File: config.mk
export PLATFORM = sky130hd
export DESIGN_NAME = div_share_arbiter
export DESIGN_NICKNAME = d
export VERILOG_FILES = /design/src/rtl/div_share_arbiter.sv
export SDC_FILE = /design/constraint.sdc
export NUM_CORES = 1
export LEC_CHECK = 0
export ABC_AREA = 1
export BUFFER_PORTS_ARGS = -buffer_cell sky130_fd_sc_hd__buf_2
export CAP_MARGIN = 20
export CELL_PAD_IN_SITES_DETAIL_PLACEMENT = 0
export CELL_PAD_IN_SITES_GLOBAL_PLACEMENT = 1
export CORE_MARGIN = 2
export CORE_UTILIZATION = 37
export CTS_CLUSTER_DIAMETER = 100
export DETAILED_ROUTE_END_ITERATION = 6
export PLACE_DENSITY = 0.95
export SLEW_MARGIN = 20
export SYNTH_ARGS = -nofsm -noshare
export SYNTH_HDL_FRONTEND = slang
export SYNTH_SLANG_ARGS = --single-unit
File: constraint.sdc
create_clock -name clk -period 3.7 [get_ports clk]
set_input_delay 0.555 -clock clk [delete_from_list [all_inputs] [get_ports clk]]
set_output_delay 0.555 -clock clk [all_outputs]
set_load 0.05 [all_outputs]
File: src/rtl/div_share_arbiter.sv
// Round-robin sharing of one pipelined Divider_Modulo between NUM_REQ requesters.
// Build option DIV_ZERO_BYPASS_EN answers zero-divisor requests locally through the tag pipe.
module div_share_arbiter #(
    parameter int NUM_REQ     = 4,
    parameter int DIV_LATENCY = 32,
    parameter int ID_W        = 2
) (
    input  logic                  clk,
    input  logic                  reset,
    input  logic [NUM_REQ-1:0]    req_valid,
    output logic [NUM_REQ-1:0]    req_ready,
    input  logic [NUM_REQ-1:0]    req_mode,
    input  logic [NUM_REQ*16-1:0] req_divisor,
    input  logic [NUM_REQ*32-1:0] req_dividend,
    output logic                  div_valid_in,
    output logic                  div_mode,
    output logic [15:0]           div_divisor,
    output logic [31:0]           div_dividend,
    input  logic                  div_valid_out,
    input  logic [31:0]           div_result,
    output logic [NUM_REQ-1:0]    rsp_valid,
    output logic [31:0]           rsp_result,
    output logic                  busy,
    output logic                  err_sync
);

    // Handshake: requester i transfers on a rising edge where req_valid[i] && req_ready[i];
    // req_ready is a one-hot grant and never depends on anything the requester does later.
    logic [ID_W-1:0] ptr;
    logic [ID_W-1:0] grant_id;
    logic [ID_W:0]   arb_idx;
    logic            xfer;
    logic            sel_mode;
    logic [15:0]     sel_divisor;
    logic [31:0]     sel_dividend;

    always_comb begin
        req_ready = '0;
        grant_id  = '0;
        xfer      = 1'b0;
        arb_idx   = '0;
        for (int k = 0; k < NUM_REQ; k++) begin
            arb_idx = {1'b0, ptr} + (ID_W+1)'(k);
            if (arb_idx >= (ID_W+1)'(NUM_REQ)) begin
                arb_idx = arb_idx - (ID_W+1)'(NUM_REQ);
            end
            if (!xfer && req_valid[arb_idx[ID_W-1:0]]) begin
                xfer                          = 1'b1;
                req_ready[arb_idx[ID_W-1:0]]  = 1'b1;
                grant_id                      = arb_idx[ID_W-1:0];
            end
        end
    end

    always_comb begin
        sel_mode     = 1'b0;
        sel_divisor  = '0;
        sel_dividend = '0;
        for (int i = 0; i < NUM_REQ; i++) begin
            if (req_ready[i]) begin
                sel_mode     = req_mode[i];
                sel_divisor  = req_divisor[16*i +: 16];
                sel_dividend = req_dividend[32*i +: 32];
            end
        end
    end

    logic            zero_byp;
    logic            iss_byp;
    logic            last_byp;
    logic [31:0]     last_res;
    logic [ID_W-1:0] iss_id;

    // ptr holds the highest-priority index: one above the last granted requester.
    always_ff @(posedge clk or negedge reset) begin
        if (!reset) begin
            ptr          <= '0;
            iss_id       <= '0;
            div_valid_in <= 1'b0;
            div_mode     <= 1'b0;
            div_divisor  <= '0;
            div_dividend <= '0;
        end else begin
            div_valid_in <= xfer && !zero_byp;
            if (xfer) begin
                ptr    <= (grant_id == ID_W'(NUM_REQ-1)) ? '0 : grant_id + 1'b1;
                iss_id <= grant_id;
            end
            if (xfer && !zero_byp) begin
                div_mode     <= sel_mode;
                div_divisor  <= sel_divisor;
                div_dividend <= sel_dividend;
            end
        end
    end

`ifdef DIV_ZERO_BYPASS_EN
    logic [31:0]                  iss_res;
    logic [DIV_LATENCY-1:0]       tag_b;
    logic [DIV_LATENCY-1:0][31:0] tag_r;

    assign zero_byp = xfer && (sel_divisor == 16'd0);

    always_ff @(posedge clk or negedge reset) begin
        if (!reset) begin
            iss_byp <= 1'b0;
            iss_res <= '0;
            tag_b   <= '0;
            tag_r   <= '0;
        end else begin
            iss_byp <= zero_byp;
            if (zero_byp) begin
                iss_res <= sel_mode ? sel_dividend : 32'hFFFF_FFFF;
            end
            tag_b <= {tag_b[DIV_LATENCY-2:0], iss_byp};
            tag_r <= {tag_r[DIV_LATENCY-2:0], iss_res};
        end
    end

    assign last_byp = tag_b[DIV_LATENCY-1];
    assign last_res = tag_r[DIV_LATENCY-1];
`else
    assign zero_byp = 1'b0;
    assign iss_byp  = 1'b0;
    assign last_byp = 1'b0;
    assign last_res = '0;
`endif

    // Stage 0 loads at the same edge the divider samples div_valid_in, so the last
    // stage lines up with div_valid_out.
    logic [DIV_LATENCY-1:0]           tag_v;
    logic [DIV_LATENCY-1:0][ID_W-1:0] tag_id;
    logic                             mismatch;

    always_ff @(posedge clk or negedge reset) begin
        if (!reset) begin
            tag_v  <= '0;
            tag_id <= '0;
        end else begin
            tag_v  <= {tag_v[DIV_LATENCY-2:0], div_valid_in | iss_byp};
            tag_id <= {tag_id[DIV_LATENCY-2:0], iss_id};
        end
    end

    // Bypass slots never reach the divider, so they are excluded from the sync check.
    assign mismatch = !last_byp && (tag_v[DIV_LATENCY-1] != div_valid_out);

    always_ff @(posedge clk or negedge reset) begin
        if (!reset) begin
            rsp_valid  <= '0;
            rsp_result <= '0;
            err_sync   <= 1'b0;
        end else begin
            rsp_valid <= '0;
            if (mismatch) begin
                err_sync <= 1'b1;
            end
            if (tag_v[DIV_LATENCY-1] && !mismatch) begin
                rsp_valid  <= NUM_REQ'(1) << tag_id[DIV_LATENCY-1];
                rsp_result <= last_byp ? last_res : div_result;
            end
        end
    end

    assign busy = div_valid_in | iss_byp | (|tag_v) | (|rsp_valid);

endmodule
==> key figures <==
Place
  – Placed instance area: between 9000 and 10000 um2
  – GP Congestion: 0.875
  – DP Wirelength: about 16000 um
  – Port bufs: ~330
  – Post-Place Worst Slack: 679 ps

Final layout
  – Layout cells sized above 1: 33.3%
  – Fin nets: 1436
  – Post-route cell area: around 10000 um2
  – Fill cells: 1977
  – P&R area growth vs syn: 32.3%
  – Final Core Density: approximately half

Die
  – # rows: 53
  – Die Ht: 150 um
  – Core area: 21000 um2
  – Die ar.: between 20000 and 25000 um2
  – I/O Pins: 327
  – Initial Utilization: 37.6%
  – Die X: 150 um

Detailed routing
  – DR WL/cell: approximately 15 um
  – Via density: 4.76
  – Drt pass-1 iters: 5
  – DR vias: a little over 7000
  – # DRC: 0
  – Initial DRC count: 329
  – Routed Antenna Nets: 0
  – Post-Route WL: 22100 um

Synth
  – Yosys top cell area share: between 50% and 60%
  – Count leader, synth: nand2_1
  – Syn avg cell area: 8.91 um2
  – Register bit total from synthesis: ~190
  – Post-synthesis mux area share: 0%
  – Post-synthesis simple-gate area fraction: between 20% and 30%
  – Largest family of logic cells by synthesized area: simple AND/OR/NAND/NOR gates
  – Adder-cell area share of the yosys netlist: 1.27%
  – Ys flop type: dfrtp_1
  – Most frequent cells after synthesis: 312 x nand2_1, 187 x dfrtp_1, 105 x nand3_1, 99 x a21oi_1, 60 x inv_1
  – Post-Syn Nets: between 1000 and 1500
  – Post-synth top area cell: dfrtp_1
  – Sequential element share of the synthesized area: 59.4%
  – Ys async rst share: 100%
  – Area contributors post-synth: dfrtp_1 59%, nand2_1 15%, nand3_1 6.7%
  – Cell variety after synth: 32
  – Number of flops mapped to enable cells by yosys: 0
  – Ys Warns: 0
  – Netlist Area Pre-Place: 7880 um2
  – Synth Instances: 884
  – Post-Synth XOR/XNOR Area: 0%
  – Synth Area in Compound Gates: 7.31%

STA
  – RSZ-0062 raised after global routing: no
  – Fin worst setup slack: 261 ps
  – Maximum clock rate: 291 MHz
  – Worst-Margin Slew: 652 ps
  – Hold WS: 99.8 ps
  – Max-slew violations: 0
  – Setup TNS Final: 0 ps
  – Worst Skew: 19.6 ps
  – Crit share post-route: 93.0%
  – Min Clock Period, post-route: about 3400 ps
  – Rel. slew slack: approximately 57%
  – Final Hold Fails: 0
  – Final setup violation count: 0

CTS
  – Total CTS buffers: 17
  – Clock Path Buffers: 2
  – TritonCTS clock tree: yes
  – H-tree depth: 4
  – CTS root buffer: clkbuf_16
  – Cts hold-fix bufs: 0
  – Clock slew at reported path FFs: approximately 90 ps
  – Skew-Pair Late Insertion Delay: 440 ps
  – Clock sink count: 187

Worst setup path
  – Data required time at the worst endpoint: 3140 ps
  – WP buf/inv: 3
  – Crit path max-delay family: simple AND/OR/NAND/NOR gates
  – Max FO, Critical Path: 31
  – Slowest stage delay, CP: 530 ps
  – WP data arrival: 2880 ps
  – Crit path cell chain: inv_2 > ha_1 > inv_1 > nand3_1 > nand2_1 > nand3_1 > nor2_2 > nand2_1 > nand3_4 > buf_2
  – Worst Setup Start Kind: register
  – Slowest stage cell, crit path: dfrtp_1
  – WS Path Type: reg2out
  – Worst setup EP type: output pin

Global routing
  – Largest net degree at the start of global routing: 114
  – Vias in the first global route: 6642
  – Gr usage total: 19.1%
  – GRT overflow: 0
  – Initial antenna violation count: 1
  – First-pass GRT wire length: 33300 um

Power and ir drop
  – PD cells: approximately 1100 nW/um2
  – Leak: 5.56 nW
  – Worst vdd ir: 0.716 mV

Job
  – Number of max-cap violations: 0

Min path
  – Min-delay worst type: in2async

Status
  – Run status: complete, no violations
through the flow:
stage	cells	total power (W)
global route	1482	0.0129
finish	1482	0.0119
detailed placement	1449	0.0101
global placement	1449	0.00994
floorplan	884	0.00838
CTS	1481	0.0120
per-layer routing:
layer	wire, um	vias up	global-route usage, %
li1	-	3457	-
met1	9590	3235	25.0
met2	10300	330	30.5
met3	1840	27	5.24
met4	328	0	7.08
met5	0	-	0
power by group:
part           internal [W]  switching, W  total [W]
Combinational       0.00191       0.00482    0.00672
Sequential          0.00292      0.000361    0.00328
Clock               0.00101      0.000926    0.00193
flip-flops by register name (all words and copies together), names as in the netlist, named ones only:
register	count
iss_id	2
tag_v	32
div_mode	1
rsp_valid	4
div_valid_in	1
rsp_result	32
div_dividend	32
div_divisor	16
err_sync	1
tag_id	64
ptr	1
cells by family after synthesis:
kind of cell,after synthesis
compound gates,111
fa+ha+maj,8
simple gates,465
flops,187
buf+inv,113
final timing paths:
path,startpoint,end,slack [ps],cells after the start
worst min register to register,tag_id[29],tag_id[31],340,0
min in group clk,div_result[28],rsp_result[28],320,3
worst max register to register,ptr[1],div_divisor[15],810,13
max in group asynchronous,reset,async pin,2550,2
worst min-delay path,reset,div_divisor[11],100,1
worst max-delay path,ptr[1],req_ready[2],260,10
timing repair:
action,4_1_cts,5_1_grt
setup endpoints to repair,0,1
buffers inserted,0,0
resized for setup,0,1
cell type report:
type / instances / area (um2) / area share, %
diodes: 1 / 2.50 / 0.0240
clock buffers: 17 / 425 / 4.08
clock inverters: 15 / 228 / 2.18
inverters: 65 / 246 / 2.36
multi-input cells: 584 / 2720 / 26.1
flip-flops and latches: 187 / 4680 / 44.9
well taps: 275 / 344 / 3.30
repair buffers: 338 / 1780 / 17.1
worst reg2reg max path, cell delays in order (launching register included):
cell and delay [ps]:
dfrtp_1 530, inv_2 140, ha_1 350, inv_1 140
nand3_1 90, nand2_1 120, nor2_4 80, a21boi_2 170
nand3_4 350, buf_12 340, a21oi_1 240, nand2_1 70
nand2_1 80, nand3_1 70
cells in the final DEF, fill, tap and decap left out, types with 4 or more instances in the layout:
cell	instances
buf_4	8
nand2_4	4
ha_1	8
nor3_1	5
buf_12	4
buf_2	325
nand3_1	104
a21oi_1	99
nor4_1	9
nor2_1	4
clkbuf_16	17
nand4_1	5
nand2_2	12
dfrtp_1	186
clkinv_8	6
inv_1	60
o21ai_0	5
nand2_1	312
Power figures use the tool's default switching activity.
